[src/rtl/rca_serial_add_ctrl.sv]
// Byte-serial sequencer around an external 8-bit ripple-carry adder: chains carry across beats
// and emits registered sum bytes on a valid/ready stream. Define RCA_SIGNED_OVF_EN to add out_ovf.
module rca_serial_add_ctrl #(
  parameter int NUM_BYTES = 4,
  parameter int IDX_W     = 4
) (
  input  logic       clk,
  input  logic       rst_n,
  input  logic       in_valid,
  output logic       in_ready,
  input  logic [7:0] in_a,
  input  logic [7:0] in_b,
  input  logic       in_cin,
  output logic [7:0] add_a,
  output logic [7:0] add_b,
  output logic       add_cin,
  input  logic [7:0] add_sum,
  input  logic       add_cout,
  output logic       out_valid,
  input  logic       out_ready,
  output logic [7:0] out_sum,
  output logic       out_last,
  output logic       out_cout
`ifdef RCA_SIGNED_OVF_EN
  ,
  output logic       out_ovf
`endif
);

  localparam int DATA_W = 8;
  localparam logic [IDX_W-1:0] LAST_IDX = IDX_W'(NUM_BYTES - 1);

  typedef enum logic {FIRST, NEXT} state_t;

  state_t            state_q, state_d;
  logic [IDX_W-1:0]  idx_q, idx_d;
  logic              carry_q;
  logic              acc;
  logic              is_last;

  logic              vld_p1;
  logic [DATA_W-1:0] sum_p1;
  logic              last_p1;
  logic              cout_p1;

`ifdef RCA_SIGNED_OVF_EN
  logic              ovf_p1;

  // Same-sign operands whose top sum bit differs from them means the word overflowed.
  function automatic logic signed_ovf(input logic a_msb, input logic b_msb, input logic s_msb);
    return (a_msb == b_msb) && (s_msb != a_msb);
  endfunction
`endif

  assign in_ready = !vld_p1 | out_ready;
  assign acc      = in_valid & in_ready;
  assign is_last  = (idx_q == LAST_IDX);

  assign add_a    = in_a;
  assign add_b    = in_b;
  assign add_cin  = (state_q == FIRST) ? in_cin : carry_q;

  always_comb begin
    state_d = state_q;
    idx_d   = idx_q;
    if (acc) begin
      case (state_q)
        FIRST: begin
          if (NUM_BYTES == 1) begin
            state_d = FIRST;
            idx_d   = '0;
          end else begin
            state_d = NEXT;
            idx_d   = IDX_W'(1);
          end
        end
        NEXT: begin
          if (is_last) begin
            state_d = FIRST;
            idx_d   = '0;
          end else begin
            idx_d   = idx_q + IDX_W'(1);
          end
        end
        default: begin
          state_d = FIRST;
          idx_d   = '0;
        end
      endcase
    end
  end

  // Stage p0 -> p1: adder result captured on accept; a pop without a push empties the stage.
  always_ff @(posedge clk) begin
    if (!rst_n) begin
      state_q <= FIRST;
      idx_q   <= '0;
      carry_q <= 1'b0;
      vld_p1  <= 1'b0;
      sum_p1  <= '0;
      last_p1 <= 1'b0;
      cout_p1 <= 1'b0;
`ifdef RCA_SIGNED_OVF_EN
      ovf_p1  <= 1'b0;
`endif
    end else begin
      state_q <= state_d;
      idx_q   <= idx_d;
      if (acc) begin
        vld_p1  <= 1'b1;
        sum_p1  <= add_sum;
        carry_q <= add_cout;
        last_p1 <= is_last;
        cout_p1 <= is_last & add_cout;
`ifdef RCA_SIGNED_OVF_EN
        ovf_p1  <= is_last & signed_ovf(in_a[DATA_W-1], in_b[DATA_W-1], add_sum[DATA_W-1]);
`endif
      end else if (out_ready) begin
        vld_p1  <= 1'b0;
      end
    end
  end

  assign out_valid = vld_p1;
  assign out_sum   = sum_p1;
  assign out_last  = last_p1;
  assign out_cout  = cout_p1;
`ifdef RCA_SIGNED_OVF_EN
  assign out_ovf   = ovf_p1;
`endif

endmodule

[config.mk]
export PLATFORM = sky130hd
export DESIGN_NAME = rca_serial_add_ctrl
export DESIGN_NICKNAME = d
export VERILOG_FILES = /design/src/rtl/rca_serial_add_ctrl.sv
export SDC_FILE = /design/constraint.sdc
export NUM_CORES = 1
export LEC_CHECK = 0
export BUFFER_PORTS_ARGS = -buffer_cell sky130_fd_sc_hd__buf_2
export CELL_PAD_IN_SITES_DETAIL_PLACEMENT = 1
export CELL_PAD_IN_SITES_GLOBAL_PLACEMENT = 1
export CORE_UTILIZATION = 28
export CTS_CLUSTER_DIAMETER = 30
export CTS_CLUSTER_SIZE = 14
export DETAILED_ROUTE_END_ITERATION = 8
export PLACE_DENSITY_LB_ADDON = 0.1
export SLEW_MARGIN = 5
export SYNTH_ARGS = -nofsm -noshare
export SYNTH_HDL_FRONTEND = slang
export SYNTH_SLANG_ARGS = --single-unit
[constraint.sdc]
create_clock -name clk -period 1.6 [get_ports clk]
set_input_delay 0.08 -clock clk [delete_from_list [all_inputs] [get_ports clk]]
set_output_delay 0.08 -clock clk [all_outputs]
set_load 0.01 [all_outputs]
# Word level (Yosys, flattened, before mapping)

Cells that the tools add are included.

$add $sub $neg: 1
Eq/ne operators: 1
Muxes and demuxes: 7
Bitwise logic cells: 4
Reductions and logical operators: 2

Operators by type and width:

| cell                                                             | count |
|---|---|
| 4-bit case mux with 2 select lines                               | 1 |
| 4-bit by 1-bit adder with 4-bit output (second input constant)   | 1 |
| 4-bit by 2-bit == test with 1-bit output (second input constant) | 1 |
| 1-bit two-way mux                                                | 4 |
| 4-bit two-way mux                                                | 1 |
| 1-bit bitwise AND                                                | 2 |
| 1-bit case mux with 2 select lines                               | 1 |
| 2-bit nonzero test                                               | 1 |
| 1-bit logical NOT                                                | 1 |
| 1-bit NOT                                                        | 1 |
| 1-bit bitwise OR                                                 | 1 |

Flip-flop bits (word level): 17
Bits of input ports: 30
Output and inout port bits: 29

# Longest topological paths before layout

Depth in word-level cells: 4
Mapped depth: 5
Mapped depth without buffers: 4

# Worst setup path before layout

OpenSTA, ideal clock, no wires.

Kind: register to register
From: register idx_q[0]
To: register idx_q[0]
Setup time: 116 ps
Data arrival time: 1000 ps
Required time: 1484 ps
Slack: 484 ps
Stages on the path, launching flop included: 5
Clock period less this slack: 1116 ps
Cell sequence: dfxtp_1 -> ha_1 -> nor3b_2 -> o2111ai_1 -> o211a_1

Longest elaborated chain between the ends: 3

Ends and longest elaborated chain:

| element                                                                                                   | line   | text |
|---|---|---|
| start, declared                                                                                           | 36     | `logic [IDX_W-1:0] idx_q, idx_d;` |
| start signal, assigned                                                                                    | 108    | `idx_q <= idx_d;` |
| 4-bit by 1-bit adder with 4-bit output / 4-bit by 2-bit == test with 1-bit output (equally long branches) | 82, 57 |  |
| 4-bit two-way mux (*)                                                                                     | 78     | `if (is_last) begin` |
| 4-bit case mux with 2 select lines (*)                                                                    | 67     | `case (state_q)` |

Every way passes the cells marked *; elsewhere a longest branch is shown, timed or not.
A chain may end at the register's enable or synchronous reset.

# Worst setup path after layout

From: register state_q
To: output add_cin

Longest elaborated chain between the ends: 1

Ends and longest elaborated chain:

| element                | line | text |
|---|---|---|
| start, declared        | 35   | `state_t state_q, state_d;` |
| start signal, assigned | 107  | `state_q <= state_d;` |
| 1-bit two-way mux      | 61   | `assign add_cin = (state_q == FIRST) ? in_cin : carry_q;` |
| end, declared          | 16   | `output logic add_cin,` |

Every way passes these cells.

==> flow_summary.json <==
{
  "status": "complete, but fails checks",
  "violated_checks": "design-rule violations",
  "clockBufferDepth": 2,
  "tritoncts_clock_tree": "done",
  "synth_seq_area_share_pct": 38.80,
  "final.setup.tns_ps": 0,
  "power.ir.vdd_worst_mv": 0.2933,
  "syn-cell-area_um2": 877.1,
  "final_layout_size_suffix_gt1_share_pct": 34.55,
  "max-slew-margin-rel_pct": 66.01,
  "clkTransAtPathRegs_ps": 110,
  "place_congestion": 0.6935,
  "ys_seq_elements": 17,
  "fillCellCount": 362,
  "layoutNonFillerInstCount": 141,
  "grt-ovfl-total": 0,
  "arrival_time_of_data_at_the_critical_path_endpoint_ps": 1300,
  "pwr_density_cell_nw_per_um2": 881.1,
  "die_width_um": 57.97,
  "worst_pin_slew_ps": 509.2,
  "dpl.hpwl_mm": 1.395,
  "h-tree-depth": 1,
  "design.die.area_um2": 3361,
  "total_core_area_um2": 2853,
  "finalSetupViolCount": 0,
  "finalCritPeriodShare_pct": 86.16,
  "placed_cell_area_um2": 870.8,
  "port_buffers": 26,
  "drt_wirelength_mm": 2.057,
  "clock_buffer_count_from_cts": 3,
  "fin_skew_ps": 6.621,
  "n_antenna_cell": 0,
  "post_synth_inst_count": 100,
  "num_io_pins": 59,
  "row_count": 19,
  "routed_wire_length_per_instance_um": 14.59,
  "antenna_found_initial": 0,
  "end_kind": "output port",
  "die_y_um": 57.97,
  "design.final.nets": 142,
  "min_path_type": "in2reg",
  "finalMaxSlewViolations": 0,
  "max-cap-violations": 0,
  "finalHoldViolations": 0,
  "detail-route-antenna-nets": 0,
  "syn-mean-instance-area_um2": 8.771,
  "timing.setup.critical_path_class": "reg2out",
  "start_util_pct": 30.75,
  "detailed_route_drc_error_count": 5,
  "fin_crit_ps": 1379,
  "grt_pass1_vias": 702,
  "areaGrowthSynthToFinish_pct": 4.993,
  "syn-num-nets": 131,
  "holdBufCountCts": 0,
  "rsz0062_at_grt": "false",
  "route.detailed.vias_per_inst": 5.135,
  "clkLatencyLatePin_ps": 300,
  "initialDrtViolationCount": 18,
  "drtPass1Iterations": 6,
  "crit_path_cell_trace": "mux2_2, buf_2",
  "critPathBufInv": 1,
  "post-place-cells": 134,
  "overall_global_routing_usage_pct": 13.01,
  "clock_sinks": 17,
  "fmax_mhz": 725.4,
  "crit_required_ps": 1520,
  "critical_path.top_delay_family": "flip-flops",
  "cp_slowest_stage_delay_ps": 500,
  "grt_pass1_wl_mm": 3.367,
  "synth.distinct_cells": 24,
  "pin_count_of_the_biggest_net_entering_global_routing": 19,
  "p_leak_nw": 0.4121,
  "synth_warnings": 0,
  "cts.root.buffer_cell": "clkbuf_4",
  "vias": 724,
  "postLayoutCellArea_um2": 920.9,
  "crit_path_start_kind": "flip-flop",
  "critical_path.slowest_cell": "dfxtp_1",
  "critical_path_peak_fanout": 9
}
==> cells in the final DEF, fill, tap and decap left out <==
master / n
a21oi_1: 14
a31oi_1: 1
and4b_1: 2
buf_2: 26
buf_4: 3
clkbuf_4: 3
clkinv_2: 1
dfxtp_1: 17
ha_1: 1
inv_1: 1
inv_2: 1
inv_4: 1
mux2_2: 1
nand3_1: 13
nand4_1: 4
nor2_1: 1
nor2b_1: 1
nor2b_4: 1
nor3b_2: 1
o2111ai_1: 1
o211a_1: 2
o21ai_0: 5
o21ai_1: 8
o31ai_1: 1
==> metrics by stage <==
step                hold slack [ps]  total power, mW  utilization [%]  setup WS [ps]
finish                        18.65           0.8114            32.28          221.4
global route                  9.814           0.8557            32.28          154.8
CTS                           13.35           0.8205            31.49          87.68
detailed placement            160.1           0.5757            30.53          329.0
global placement              160.1           0.5752            30.53          327.2
floorplan                     213.4           0.5784                -          483.7
==> synthesized netlist by cell type <==
cell type | n | area [um^2]
nand4_1 | 4 | 25.02
a31oi_1 | 1 | 6.260
o2111ai_1 | 1 | 8.760
nor2b_4 | 1 | 13.76
ha_1 | 1 | 12.51
inv_4 | 1 | 6.260
nor2b_1 | 1 | 6.260
o211a_1 | 2 | 20.02
dfxtp_1 | 17 | 340.3
nand3_1 | 13 | 65.06
nor2_1 | 1 | 3.750
buf_2 | 2 | 10.01
inv_2 | 1 | 3.750
a21oi_1 | 14 | 70.07
and4b_1 | 2 | 20.02
mux2_2 | 1 | 11.26
nor3b_2 | 1 | 12.51
o21ai_1 | 8 | 40.04
o21ai_0 | 5 | 25.02
clkbuf_1 | 1 | 3.750
o31ai_1 | 1 | 7.510
buf_4 | 17 | 127.6
buf_6 | 3 | 33.78
inv_1 | 1 | 3.750
==> sequential cells by signal, indices dropped and copies added, names as in the netlist <==
| signal | flops |
|---|---|
| carry_q | 1 |
| out_sum | 8 |
| state_q | 1 |
| out_cout | 1 |
| out_last | 1 |
| out_valid | 1 |
| idx_q | 4 |
==> path summary, 6_finish.rpt <==
check / from / end / slack [ps] / cells after the start
setup / recovery: state_q$_SDFFE_PN0P_ / add_cin / 220 / 2
hold / removal: add_sum[1] / out_sum[1]$_SDFFE_PN0P_ / 20 / 3
setup reg to reg: idx_q[0]$_SDFFE_PN0P_ / idx_q[0]$_SDFFE_PN0P_ / 320 / 4
hold reg to reg: out_sum[3]$_SDFFE_PN0P_ / out_sum[3]$_SDFFE_PN0P_ / 480 / 2
==> worst min-delay path: stages <==
cell	delay, ps
buf_2	90
nand3_1	50
a21oi_1	50
==> timing repair <==
item	in CTS	in global routing
endpoints found under the setup margin	0	1
resized for setup	0	0
setup buffers	0	3
==> routing by layer <==
layer | up-vias | global-route usage [%] | routed length [um]
met4 | 0 | 5.442 | 21
met5 | - | 0 | 0
met1 | 326 | 16.90 | 938
met3 | 4 | 3.348 | 171
met2 | 29 | 20.53 | 926
li1 | 365 | - | -
==> report_power, final <==
group          internal, mW  switching, mW  total, mW
logic                0.0483         0.0645      0.113
clock network        0.0931          0.149      0.242
registers             0.443         0.0134      0.456
==> cell families (layout without fill, tap and decap cells) <==
| kind of cell | count (synthesis) | count (layout) | share of synthesized area, % |
|---|---|---|---|
| buffers and inverters | 26 | 36 | 21.54 |
| multiplexers | 1 | 1 | 1.284 |
| AND/OR/NAND/NOR | 23 | 23 | 16.69 |
| adder cells (fa/ha/maj) | 1 | 1 | 1.426 |
| AO/OA/AOI/OAI | 32 | 32 | 20.26 |
| flip-flops | 17 | 17 | 38.80 |
==> layout make-up <==
cell class | count | area (um^2) | share of cell area (%)
Clock buffer | 3 | 22.52 | 2.446
Clock inverter | 1 | 5.005 | 0.5435
Inverter | 3 | 13.76 | 1.495
Multi-Input combinational cell | 57 | 347.8 | 37.77
Sequential cell | 17 | 340.3 | 36.96
Tap cell | 31 | 38.79 | 4.212
Timing Repair Buffer | 29 | 152.6 | 16.58
Note: power is estimated with default switching activity, not from simulation.
